File: src/rtl/axi_bridge_pkg.sv
// Shared constants and AR state encoding for the AXI3 read arbitration bridge.
package axi_bridge_pkg;

  localparam logic [1:0] BURST_INCR = 2'b01;
  localparam logic [1:0] RESP_OKAY  = 2'b00;
  localparam logic [2:0] SIZE_WORD  = 3'b010;

  localparam int unsigned LINE_OFF_W  = 4;
  localparam int unsigned CLI_LEN_W   = 8;
  localparam int unsigned CLI_SIZE_W  = 3;
  localparam int unsigned AXI_LEN_W   = 4;
  localparam int unsigned AXI_SIZE_W  = 3;
  localparam int unsigned AXI_BURST_W = 2;
  localparam int unsigned AXI_LOCK_W  = 2;
  localparam int unsigned AXI_CACHE_W = 4;
  localparam int unsigned AXI_PROT_W  = 3;
  localparam int unsigned AXI_RESP_W  = 2;
  // Per-client outstanding counter; MAX_OUTST is limited to 1..3.
  localparam int unsigned OUTST_W     = 2;

  typedef enum logic [1:0] {
    AR_IDLE = 2'b01,
    AR_SEND = 2'b10
  } ar_state_e;

endpackage

File: src/rtl/axi_rd_arb_bridge_if.sv
// AXI3 AR/R channel pair; master = bridge side, slave = crossbar side.
interface axi_rd_arb_bridge_if #(
  parameter int unsigned ADDR_W = 32,
  parameter int unsigned DATA_W = 32,
  parameter int unsigned ID_W   = 4
);
  import axi_bridge_pkg::*;

  logic [ID_W-1:0]        arid;
  logic [ADDR_W-1:0]      araddr;
  logic [AXI_LEN_W-1:0]   arlen;
  logic [AXI_SIZE_W-1:0]  arsize;
  logic [AXI_BURST_W-1:0] arburst;
  logic [AXI_LOCK_W-1:0]  arlock;
  logic [AXI_CACHE_W-1:0] arcache;
  logic [AXI_PROT_W-1:0]  arprot;
  logic                   arvalid;
  logic                   arready;

  logic [ID_W-1:0]        rid;
  logic [DATA_W-1:0]      rdata;
  logic [AXI_RESP_W-1:0]  rresp;
  logic                   rlast;
  logic                   rvalid;
  logic                   rready;

  modport master (
    output arid, araddr, arlen, arsize, arburst, arlock, arcache, arprot, arvalid,
    input  arready,
    input  rid, rdata, rresp, rlast, rvalid,
    output rready
  );

  modport slave (
    input  arid, araddr, arlen, arsize, arburst, arlock, arcache, arprot, arvalid,
    output arready,
    output rid, rdata, rresp, rlast, rvalid,
    input  rready
  );

endinterface

File: src/rtl/rr_arbiter.sv
// Cyclic priority arbiter: first requester at or after ptr wins, one-hot grant.
module rr_arbiter #(
  parameter  int unsigned N     = 3,
  localparam int unsigned PTR_W = (N > 1) ? $clog2(N) : 1
) (
  input  logic [N-1:0]     req,
  input  logic [PTR_W-1:0] ptr,
  output logic [N-1:0]     gnt_c,
  output logic             valid_c
);

  always_comb begin
    gnt_c = '0;
    for (int unsigned k = 0; k < N; k++) begin
      logic [PTR_W-1:0] idx;
      idx = PTR_W'((32'(ptr) + k) % N);
      if ((gnt_c == '0) && req[idx]) gnt_c[idx] = 1'b1;
    end
  end

  assign valid_c = |req;

endmodule

File: src/rtl/axi_rd_arb_bridge.sv
// Round-robin multiplexer of NUM_CLIENTS read clients onto one AXI3 AR/R pair.
// Define BRIDGE_RAW_CHECK_EN to hold clients whose line matches a pending write.
module axi_rd_arb_bridge
  import axi_bridge_pkg::*;
#(
  parameter int unsigned NUM_CLIENTS = 3,
  parameter int unsigned ADDR_W      = 32,
  parameter int unsigned DATA_W      = 32,
  parameter int unsigned ID_W        = 4,
  parameter int unsigned MAX_OUTST   = 2
) (
  input  logic                              aclk,
  input  logic                              aresetn,
  input  logic [NUM_CLIENTS-1:0]            cli_rd_req,
  input  logic [NUM_CLIENTS*ADDR_W-1:0]     cli_rd_addr,
  input  logic [NUM_CLIENTS*CLI_LEN_W-1:0]  cli_rd_len,
  input  logic [NUM_CLIENTS*CLI_SIZE_W-1:0] cli_rd_size,
  output logic [NUM_CLIENTS-1:0]            cli_rd_rdy,
  output logic [NUM_CLIENTS-1:0]            cli_ret_valid,
  output logic [NUM_CLIENTS-1:0]            cli_ret_last,
  output logic [DATA_W-1:0]                 cli_ret_data,
  output logic                              rd_err,
  input  logic                              wr_busy,
  input  logic [ADDR_W-1:0]                 wr_addr,
  axi_rd_arb_bridge_if.master               axi
);

  localparam int unsigned PTR_W = (NUM_CLIENTS > 1) ? $clog2(NUM_CLIENTS) : 1;

  logic [NUM_CLIENTS-1:0][ADDR_W-1:0]     cli_addr_a;
  logic [NUM_CLIENTS-1:0][CLI_LEN_W-1:0]  cli_len_a;
  logic [NUM_CLIENTS-1:0][CLI_SIZE_W-1:0] cli_size_a;

  assign cli_addr_a = cli_rd_addr;
  assign cli_len_a  = cli_rd_len;
  assign cli_size_a = cli_rd_size;

  ar_state_e                          state_q, state_d;
  logic [PTR_W-1:0]                   rr_ptr_q, rr_ptr_d;
  logic [ID_W-1:0]                    arid_q, arid_d;
  logic [ADDR_W-1:0]                  araddr_q, araddr_d;
  logic [AXI_LEN_W-1:0]               arlen_q, arlen_d;
  logic [AXI_SIZE_W-1:0]              arsize_q, arsize_d;
  logic                               arvalid_q, arvalid_d;
  logic [NUM_CLIENTS-1:0]             cli_rd_rdy_q, cli_rd_rdy_d;
  logic [NUM_CLIENTS-1:0]             ret_valid_q, ret_valid_d;
  logic [NUM_CLIENTS-1:0]             ret_last_q, ret_last_d;
  logic [DATA_W-1:0]                  ret_data_q, ret_data_d;
  logic                               rd_err_q, rd_err_d;
  logic                               rready_q, rready_d;
  logic [NUM_CLIENTS-1:0][OUTST_W-1:0] outst_q, outst_d;

  logic [NUM_CLIENTS-1:0] raw_blk_c;
  logic [NUM_CLIENTS-1:0] elig_c;
  logic [NUM_CLIENTS-1:0] gnt_c;
  logic                   gnt_valid_c;
  logic [PTR_W-1:0]       gnt_idx_c;
  logic                   grant_c;
  logic                   ar_hs_c;
  logic                   r_hs_c;
  logic                   rid_ok_c;
  logic                   unused_c;

`ifdef BRIDGE_RAW_CHECK_EN
  // A read may not overtake a write to the same 16-byte line.
  always_comb begin
    raw_blk_c = '0;
    for (int unsigned i = 0; i < NUM_CLIENTS; i++) begin
      raw_blk_c[i] = wr_busy &&
        (cli_addr_a[i][ADDR_W-1:LINE_OFF_W] == wr_addr[ADDR_W-1:LINE_OFF_W]);
    end
  end
`else
  assign raw_blk_c = '0;
`endif

  // Only the low AXI3 length bits are forwarded; write-side inputs may be ignored.
  assign unused_c = ^{cli_len_a, wr_busy, wr_addr};

  always_comb begin
    elig_c = '0;
    for (int unsigned i = 0; i < NUM_CLIENTS; i++) begin
      elig_c[i] = cli_rd_req[i] && (outst_q[i] < OUTST_W'(MAX_OUTST)) && !raw_blk_c[i];
    end
  end

  rr_arbiter #(.N(NUM_CLIENTS)) u_rr_arbiter (
    .req     (elig_c),
    .ptr     (rr_ptr_q),
    .gnt_c   (gnt_c),
    .valid_c (gnt_valid_c)
  );

  always_comb begin
    gnt_idx_c = '0;
    for (int unsigned i = 0; i < NUM_CLIENTS; i++) begin
      if (gnt_c[i]) gnt_idx_c = PTR_W'(i);
    end
  end

  assign grant_c  = (state_q == AR_IDLE) && gnt_valid_c;
  assign ar_hs_c  = arvalid_q && axi.arready;
  assign r_hs_c   = axi.rvalid && rready_q;
  assign rid_ok_c = 32'(axi.rid) < NUM_CLIENTS;

  always_ff @(posedge aclk or negedge aresetn) begin
    if (!aresetn) state_q <= AR_IDLE;
    else          state_q <= state_d;
  end

  always_comb begin
    state_d = state_q;
    unique case (state_q)
      AR_IDLE: if (gnt_valid_c) state_d = AR_SEND;
      AR_SEND: if (axi.arready) state_d = AR_IDLE;
      default: state_d = AR_IDLE;
    endcase
  end

  // AR capture on grant; fields hold until the handshake.
  always_comb begin
    rr_ptr_d     = rr_ptr_q;
    arid_d       = arid_q;
    araddr_d     = araddr_q;
    arlen_d      = arlen_q;
    arsize_d     = arsize_q;
    arvalid_d    = arvalid_q;
    cli_rd_rdy_d = '0;
    if (grant_c) begin
      arid_d       = ID_W'(gnt_idx_c);
      araddr_d     = cli_addr_a[gnt_idx_c];
      arlen_d      = cli_len_a[gnt_idx_c][AXI_LEN_W-1:0];
      arsize_d     = cli_size_a[gnt_idx_c];
      arvalid_d    = 1'b1;
      cli_rd_rdy_d = gnt_c;
      rr_ptr_d     = (gnt_idx_c == PTR_W'(NUM_CLIENTS - 1)) ? '0 : gnt_idx_c + PTR_W'(1);
    end else if (ar_hs_c) begin
      arvalid_d = 1'b0;
    end
  end

  // R steering by RID plus per-client outstanding bookkeeping.
  always_comb begin
    rready_d    = 1'b1;
    ret_valid_d = '0;
    ret_last_d  = '0;
    ret_data_d  = ret_data_q;
    rd_err_d    = rd_err_q;
    outst_d     = outst_q;
    if (r_hs_c) begin
      if (rid_ok_c) ret_data_d = axi.rdata;
      if (!rid_ok_c || (axi.rresp != RESP_OKAY)) rd_err_d = 1'b1;
    end
    for (int unsigned i = 0; i < NUM_CLIENTS; i++) begin
      logic inc;
      logic dec;
      inc = ar_hs_c && (arid_q == ID_W'(i));
      dec = r_hs_c && axi.rlast && (axi.rid == ID_W'(i));
      if (r_hs_c && (axi.rid == ID_W'(i))) begin
        ret_valid_d[i] = 1'b1;
        ret_last_d[i]  = axi.rlast;
      end
      if (inc && !dec)      outst_d[i] = outst_q[i] + OUTST_W'(1);
      else if (dec && !inc) outst_d[i] = outst_q[i] - OUTST_W'(1);
    end
  end

  always_ff @(posedge aclk or negedge aresetn) begin
    if (!aresetn) begin
      rr_ptr_q     <= '0;
      arid_q       <= '0;
      araddr_q     <= '0;
      arlen_q      <= '0;
      arsize_q     <= SIZE_WORD;
      arvalid_q    <= 1'b0;
      cli_rd_rdy_q <= '0;
      ret_valid_q  <= '0;
      ret_last_q   <= '0;
      ret_data_q   <= '0;
      rd_err_q     <= 1'b0;
      rready_q     <= 1'b0;
      outst_q      <= '0;
    end else begin
      rr_ptr_q     <= rr_ptr_d;
      arid_q       <= arid_d;
      araddr_q     <= araddr_d;
      arlen_q      <= arlen_d;
      arsize_q     <= arsize_d;
      arvalid_q    <= arvalid_d;
      cli_rd_rdy_q <= cli_rd_rdy_d;
      ret_valid_q  <= ret_valid_d;
      ret_last_q   <= ret_last_d;
      ret_data_q   <= ret_data_d;
      rd_err_q     <= rd_err_d;
      rready_q     <= rready_d;
      outst_q      <= outst_d;
    end
  end

  assign axi.arid    = arid_q;
  assign axi.araddr  = araddr_q;
  assign axi.arlen   = arlen_q;
  assign axi.arsize  = arsize_q;
  assign axi.arburst = BURST_INCR;
  assign axi.arlock  = '0;
  assign axi.arcache = '0;
  assign axi.arprot  = '0;
  assign axi.arvalid = arvalid_q;
  assign axi.rready  = rready_q;

  assign cli_rd_rdy    = cli_rd_rdy_q;
  assign cli_ret_valid = ret_valid_q;
  assign cli_ret_last  = ret_last_q;
  assign cli_ret_data  = ret_data_q;
  assign rd_err        = rd_err_q;

endmodule
File: src/flat_wrapper.sv
// flat-port wrapper written by rule: the top's interface ports become plain ports
module axi_rd_arb_bridge_flat import axi_bridge_pkg::*;
#(
  parameter int unsigned NUM_CLIENTS = 3,
  parameter int unsigned ADDR_W      = 32,
  parameter int unsigned DATA_W      = 32,
  parameter int unsigned ID_W        = 4,
  parameter int unsigned MAX_OUTST   = 2
)
  (aclk, aresetn, cli_rd_req, cli_rd_addr, cli_rd_len, cli_rd_size, cli_rd_rdy, cli_ret_valid, cli_ret_last, cli_ret_data, rd_err, wr_busy, wr_addr, axi_arid, axi_araddr, axi_arlen, axi_arsize, axi_arburst, axi_arlock, axi_arcache, axi_arprot, axi_arvalid, axi_arready, axi_rid, axi_rdata, axi_rresp, axi_rlast, axi_rvalid, axi_rready);
  axi_rd_arb_bridge_if #(.ADDR_W(ADDR_W), .DATA_W(DATA_W), .ID_W(ID_W)) axi_i ();
  input  logic aclk;
  input  logic aresetn;
  input  logic [NUM_CLIENTS-1:0] cli_rd_req;
  input  logic [NUM_CLIENTS*ADDR_W-1:0] cli_rd_addr;
  input  logic [NUM_CLIENTS*CLI_LEN_W-1:0] cli_rd_len;
  input  logic [NUM_CLIENTS*CLI_SIZE_W-1:0] cli_rd_size;
  output logic [NUM_CLIENTS-1:0] cli_rd_rdy;
  output logic [NUM_CLIENTS-1:0] cli_ret_valid;
  output logic [NUM_CLIENTS-1:0] cli_ret_last;
  output logic [DATA_W-1:0] cli_ret_data;
  output logic rd_err;
  input  logic wr_busy;
  input  logic [ADDR_W-1:0] wr_addr;
  output wire logic [$bits(axi_i.arid)-1:0] axi_arid;
  output wire logic [$bits(axi_i.araddr)-1:0] axi_araddr;
  output wire logic [$bits(axi_i.arlen)-1:0] axi_arlen;
  output wire logic [$bits(axi_i.arsize)-1:0] axi_arsize;
  output wire logic [$bits(axi_i.arburst)-1:0] axi_arburst;
  output wire logic [$bits(axi_i.arlock)-1:0] axi_arlock;
  output wire logic [$bits(axi_i.arcache)-1:0] axi_arcache;
  output wire logic [$bits(axi_i.arprot)-1:0] axi_arprot;
  output wire logic [$bits(axi_i.arvalid)-1:0] axi_arvalid;
  input wire logic [$bits(axi_i.arready)-1:0] axi_arready;
  input wire logic [$bits(axi_i.rid)-1:0] axi_rid;
  input wire logic [$bits(axi_i.rdata)-1:0] axi_rdata;
  input wire logic [$bits(axi_i.rresp)-1:0] axi_rresp;
  input wire logic [$bits(axi_i.rlast)-1:0] axi_rlast;
  input wire logic [$bits(axi_i.rvalid)-1:0] axi_rvalid;
  output wire logic [$bits(axi_i.rready)-1:0] axi_rready;
  assign axi_arid = axi_i.arid;
  assign axi_araddr = axi_i.araddr;
  assign axi_arlen = axi_i.arlen;
  assign axi_arsize = axi_i.arsize;
  assign axi_arburst = axi_i.arburst;
  assign axi_arlock = axi_i.arlock;
  assign axi_arcache = axi_i.arcache;
  assign axi_arprot = axi_i.arprot;
  assign axi_arvalid = axi_i.arvalid;
  assign axi_i.arready = axi_arready;
  assign axi_i.rid = axi_rid;
  assign axi_i.rdata = axi_rdata;
  assign axi_i.rresp = axi_rresp;
  assign axi_i.rlast = axi_rlast;
  assign axi_i.rvalid = axi_rvalid;
  assign axi_rready = axi_i.rready;
  axi_rd_arb_bridge #(.NUM_CLIENTS(NUM_CLIENTS), .ADDR_W(ADDR_W), .DATA_W(DATA_W), .ID_W(ID_W), .MAX_OUTST(MAX_OUTST)) u_core (.aclk(aclk), .aresetn(aresetn), .cli_rd_req(cli_rd_req), .cli_rd_addr(cli_rd_addr), .cli_rd_len(cli_rd_len), .cli_rd_size(cli_rd_size), .cli_rd_rdy(cli_rd_rdy), .cli_ret_valid(cli_ret_valid), .cli_ret_last(cli_ret_last), .cli_ret_data(cli_ret_data), .rd_err(rd_err), .wr_busy(wr_busy), .wr_addr(wr_addr), .axi(axi_i));
endmodule
File: config.mk
export PLATFORM = sky130hd
export DESIGN_NAME = axi_rd_arb_bridge_flat
export DESIGN_NICKNAME = d
export VERILOG_FILES = /design/src/rtl/axi_bridge_pkg.sv /design/src/rtl/axi_rd_arb_bridge_if.sv /design/src/rtl/rr_arbiter.sv /design/src/rtl/axi_rd_arb_bridge.sv /design/src/flat_wrapper.sv
export SDC_FILE = /design/constraint.sdc
export NUM_CORES = 1
export LEC_CHECK = 0
export CAP_MARGIN = 20
export CORE_AREA = 2 2 118 120
export DETAILED_ROUTE_END_ITERATION = 8
export DIE_AREA = 0 0 120 122
export PLACE_DENSITY_LB_ADDON = 0.25
export SYNTH_ARGS = -nofsm -noshare
export SYNTH_HDL_FRONTEND = slang
export SYNTH_HIERARCHICAL = 1
export SYNTH_SLANG_ARGS = --single-unit
File: constraint.sdc
create_clock -name aclk -period 3 [get_ports aclk]
set_clock_uncertainty 0.05 [all_clocks]
set_input_delay 0.9 -clock aclk [delete_from_list [all_inputs] [get_ports aclk]]
set_output_delay 0.9 -clock aclk [all_outputs]
set_load 0.01 [all_outputs]
==> results.txt, run 1 <==
- The flow ran to the end, and the final reports show no timing, DRC or antenna violations.
- The floorplan step defined a die boundary enclosing 0.01464 mm².
- Fraction of layout instances using a drive strength above 1: 22.24%
* Classification of the worst setup path: primary input to register
- Met2 usage: 33.24%
* Count of buffers from port buffering: 247
* Internal power contribution: 5.041 mW
* Cell Pwr Density: 915.6 mW/mm²
* Clock Root Buffer: sky130_fd_sc_hd__clkbuf_16
* Total global routing track utilization: 18.75%
- Dividing the final minimum period by the clock period gives 98.51%.
* Met1 Usage GRT: 20.49%
- Clock latency on the worst-skew pair, taken at its later pin, is 0.35 ns.
* Setup violations, final: 0
- Leading cell type by number of instances after synthesis: sky130_fd_sc_hd__dfrtp_1
- STA classifies the critical path startpoint as a primary input.
- Clock network power share: 16.1%
* List of most frequent post-synthesis cells: sky130_fd_sc_hd__dfrtp_1, sky130_fd_sc_hd__nand2_1, sky130_fd_sc_hd__o21ai_0
- After synthesis the netlist holds a flip-flop and latch count of 94.
- Count of maximum capacitance violations: 0
* Cells after Synth: 419
- Cells taking the most area after synthesis: sky130_fd_sc_hd__dfrtp_1, sky130_fd_sc_hd__mux2_2, sky130_fd_sc_hd__mux2_4
* Weighted congestion at the end of routability-driven global placement: 0.7858
- The floorplan has 43 rows.
- Critical path's largest stage delay: 0.35 ns
- The worst setup path is captured at a register.
- Leakage dissipation: 3.874 nW
* IO Count: 306
- Synth unique cells: 51
* Vias after detailed routing: 4160
- The slowest stage of the critical path belongs to the cell sky130_fd_sc_hd__o41ai_4.
- In the final timing run, aggregate negative setup slack is 0 ns.
* Number of CTS-inserted buffers: 9
* Actual transition at the worst max-transition pin: 0.5668 ns
- After detailed routing, the average wire length per cell comes to 15.96 µm.
- In this run the most critical hold path is launched from u_core/axi.araddr[9]$_DFFE_PN0P_.
- Main synth FF type: sky130_fd_sc_hd__dfrtp_1
* Syn Std Cell Area: 0.004990 mm²
* Number of flops mapped to enable cells by yosys: 0
- Yosys warning total: 6
- WP buf/inv: 5
- The via count of the first global-routing pass is 4291.
* Sequential share of power: 26.3%
- Final critical delay including setup and external delays: 2.955 ns
- Switching power total: 2.657 mW
- For this run, asynchronously set or reset flops after synthesis account for 100.0%.
* Largest driver fanout on the critical path: 6
- Biggest area consumer among synthesized cells: sky130_fd_sc_hd__dfrtp_1
- Required time of the critical path: 3.17 ns
- For this configuration, the core starts out at a cell density of 36.95%.
- Final ANT Viol Nets: 0
* Diode count: 0
* Number of nets in the finished design: 907
- For this block, the routed nets add up to 14000 µm of wire.
* GR peak layer: met2
- DPL Wire Length: 10310 µm
- Setup repair after global routing could not meet its margin everywhere.
- TritonCTS built the clock tree.
* Reg-to-Reg Start: u_core/rr_ptr_q[0]$_DFFE_PN0P_
- Area of the core: 0.01350 mm²
- Hold violation count in the final report: 0
* Post-CTS Hold Buffers: 0
- No sink is reached through more buffers than the 2 on the longest clock path.
* DRC violation count after routing: 0
- Maximum level of the CTS H-tree: 3
- Based on the critical path, the design can be clocked at up to 0.3384 GHz.
* Clock Sinks: 94
- Die boundary width: 120 µm
- Worst slew margin relative to its limit: 62.21%
- Switching Share: 34.52%
* GR Util met3: 6.976%
- In this design, the critical path's most frequently occurring cell is sky130_fd_sc_hd__buf_6.
* Post-route cell area: 0.008408 mm²
* Proportion of synthesized chip area in sequential cells: 47.19%
* Launch point of the critical path: cli_rd_req[2]
* Area after DPL: 0.007695 mm²
- Final slew viol count: 0
- The first detailed-routing pass ran for 4 iterations.
- Summed over its instances, the top area cell type makes up 46.14% of the synthesized netlist area.
- Traced cell by cell, the critical path runs through buf_6 > nor2b_4 > buf_6 > and3b_1 > a31o_1 > and3_4 > o41ai_4 > buf_6 > buf_12 > buf_16 > mux2_2 > mux2i_1 > o21ai_1.
- The first global-routing pass estimated 21270 µm of wire.
- For the worst setup path, the data arrival time is 3.13 ns.
* Hold Crit Class: register to register
- Syn Area/Cell: 11.91 µm²
- In this run, the combinational gates consume 57.6% of the power.
- Remaining global-route overflow: 0
- Starting DRT DRC Count: 179
* Maximum resistive drop on vdd: 0.5056 mV
- Top delay family on crit path: buffers and inverters
- The die is 122 µm tall.
* Per-cell via count in the routed design: 4.743
- Pin count of the biggest net entering global routing: 90
- Antenna violations before repair: 0
* Area added between synthesis and finish: 68.51%
- Clock-pin slew of the registers on the worst-case setup and hold paths: 0.07 ns
[area by class of cell]
type,instances,area [µm²]
inverters,8,30.03
well taps,180,225.2
fillers,1106,5096
multi-input cells,290,2495
flip-flops and latches,94,2356
clock inverters,6,93.84
repair buffers,289,2979
clock buffers,10,229.0
[state kept, by name, summed over array words and instances, names as in the netlist]
| signal | cells |
|---|---|
| u_core/axi.araddr | 32 |
| u_core/axi.arid | 2 |
| u_core/axi.arlen | 4 |
| u_core/axi.arsize | 3 |
| u_core/axi.arvalid | 1 |
| u_core/axi.rready | 1 |
| u_core/cli_rd_rdy | 3 |
| u_core/cli_ret_data | 32 |
| u_core/cli_ret_last | 3 |
| u_core/cli_ret_valid | 3 |
| u_core/outst_q | 6 |
| u_core/rd_err | 1 |
| u_core/rr_ptr_q | 1 |
| u_core/state_q | 2 |
[power by group through the flow]
| stage | Clock (mW) | Combinational, mW | Sequential, mW |
|---|---|---|---|
| floorplan | 0 | 2.00 | 2.19 |
| global placement | 0 | 3.77 | 2.00 |
| detailed placement | 0 | 3.84 | 2.03 |
| CTS | 1.27 | 4.29 | 2.03 |
| global route | 1.33 | 4.78 | 2.08 |
| finish | 1.24 | 4.44 | 2.02 |
[layer usage]
layer,up-vias,routed length [µm]
met1,1975,5379
met4,0,233
li1,1981,-
met2,187,7004
met3,17,1384
met5,-,0
[cells in the final DEF, fill, tap and decap left out, types with 5 or more instances in the layout]
cell / instances
sky130_fd_sc_hd__buf_4: 25
sky130_fd_sc_hd__mux2_2: 29
sky130_fd_sc_hd__nand2_1: 49
sky130_fd_sc_hd__o21ai_1: 17
sky130_fd_sc_hd__clkdlybuf4s50_1: 243
sky130_fd_sc_hd__o21ai_0: 23
sky130_fd_sc_hd__inv_1: 7
sky130_fd_sc_hd__mux2i_1: 41
sky130_fd_sc_hd__xor2_1: 6
sky130_fd_sc_hd__conb_1: 14
sky130_fd_sc_hd__nor2_1: 9
sky130_fd_sc_hd__buf_12: 8
sky130_fd_sc_hd__clkbuf_16: 9
sky130_fd_sc_hd__dfrtp_1: 91
sky130_fd_sc_hd__mux2_4: 42
sky130_fd_sc_hd__ha_1: 5
sky130_fd_sc_hd__buf_6: 7
[final timing paths]
| path | end | slack [ns] | cells after the start |
|---|---|---|---|
| min in group asynchronous | u_core/outst_q[0]$_DFFE_PN0P_ | 0.48 | 1 |
| setup / recovery | u_core/axi.araddr[20]$_DFFE_PN0P_ | 0.04 | 13 |
| hold / removal | u_core/axi.araddr[9]$_DFFE_PN0P_ | 0.43 | 2 |
| setup reg to reg | u_core/axi.araddr[20]$_DFFE_PN0P_ | 0.13 | 12 |
| max in group asynchronous | u_core/state_q[0]$_DFFE_PN1P_ | 1.77 | 2 |
| hold reg to reg | u_core/axi.araddr[9]$_DFFE_PN0P_ | 0.43 | 2 |
[metrics by stage]
| stage | hold WS [ns] | util, % | setup slack, ns | power [mW] | std cells |
|---|---|---|---|---|---|
| finish | 0.4320 | 62.26 | 0.04472 | 7.699 | 877 |
| global route | 0.4564 | 62.26 | -0.04963 | 8.198 | 877 |
| CTS | 0.4343 | 61.28 | 0.006793 | 7.585 | 871 |
| detailed placement | 0.4194 | 56.98 | -0.7936 | 5.868 | 841 |
| global placement | 0.4112 | 56.98 | -0.6965 | 5.774 | 841 |
| floorplan | 0.3923 | - | 0.02928 | 4.200 | 431 |
[worst register-to-register path, cell delays in order (launching register included)]
cell and delay (ns):
sky130_fd_sc_hd__dfrtp_2 0.38, sky130_fd_sc_hd__inv_1 0.08, sky130_fd_sc_hd__ha_4 0.31, sky130_fd_sc_hd__and3b_1 0.19, sky130_fd_sc_hd__a31o_1 0.20, sky130_fd_sc_hd__and3_4 0.18, sky130_fd_sc_hd__o41ai_4 0.35, sky130_fd_sc_hd__buf_6 0.19
sky130_fd_sc_hd__buf_12 0.14, sky130_fd_sc_hd__buf_16 0.13, sky130_fd_sc_hd__mux2_2 0.34, sky130_fd_sc_hd__mux2i_1 0.14, sky130_fd_sc_hd__o21ai_1 0.08
[cells by family after synthesis]
group	after synthesis	synth area share, %
mux	112	26.50
other cells	2	0.1505
compound gates	60	7.347
simple gates	88	9.027
buf+inv	47	6.444
fa+ha+maj	7	1.755
xor+xnor	9	1.580
flops	94	47.19
[timing repair]
item                                    4_1_cts  5_1_grt
endpoints found under the hold margin         0        0
resized for setup                            29       39
cloned                                        4        0
endpoints found under the setup margin       42       39
setup buffers                                11        6
pin swaps                                     8       11
(Power assumes the default switching activity.)
==> run 2, diff against run 1 <==
--- a/config.mk
+++ b/config.mk
@@ -10,6 +10,7 @@
 export DETAILED_ROUTE_END_ITERATION = 8
 export DIE_AREA = 0 0 120 122
 export PLACE_DENSITY_LB_ADDON = 0.25
+export SLEW_MARGIN = 20
 export SYNTH_ARGS = -nofsm -noshare
 export SYNTH_HDL_FRONTEND = slang
 export SYNTH_HIERARCHICAL = 1
==> results of run 2 <==
No change in the layout: final DEF, timing and power equal those of run 1.
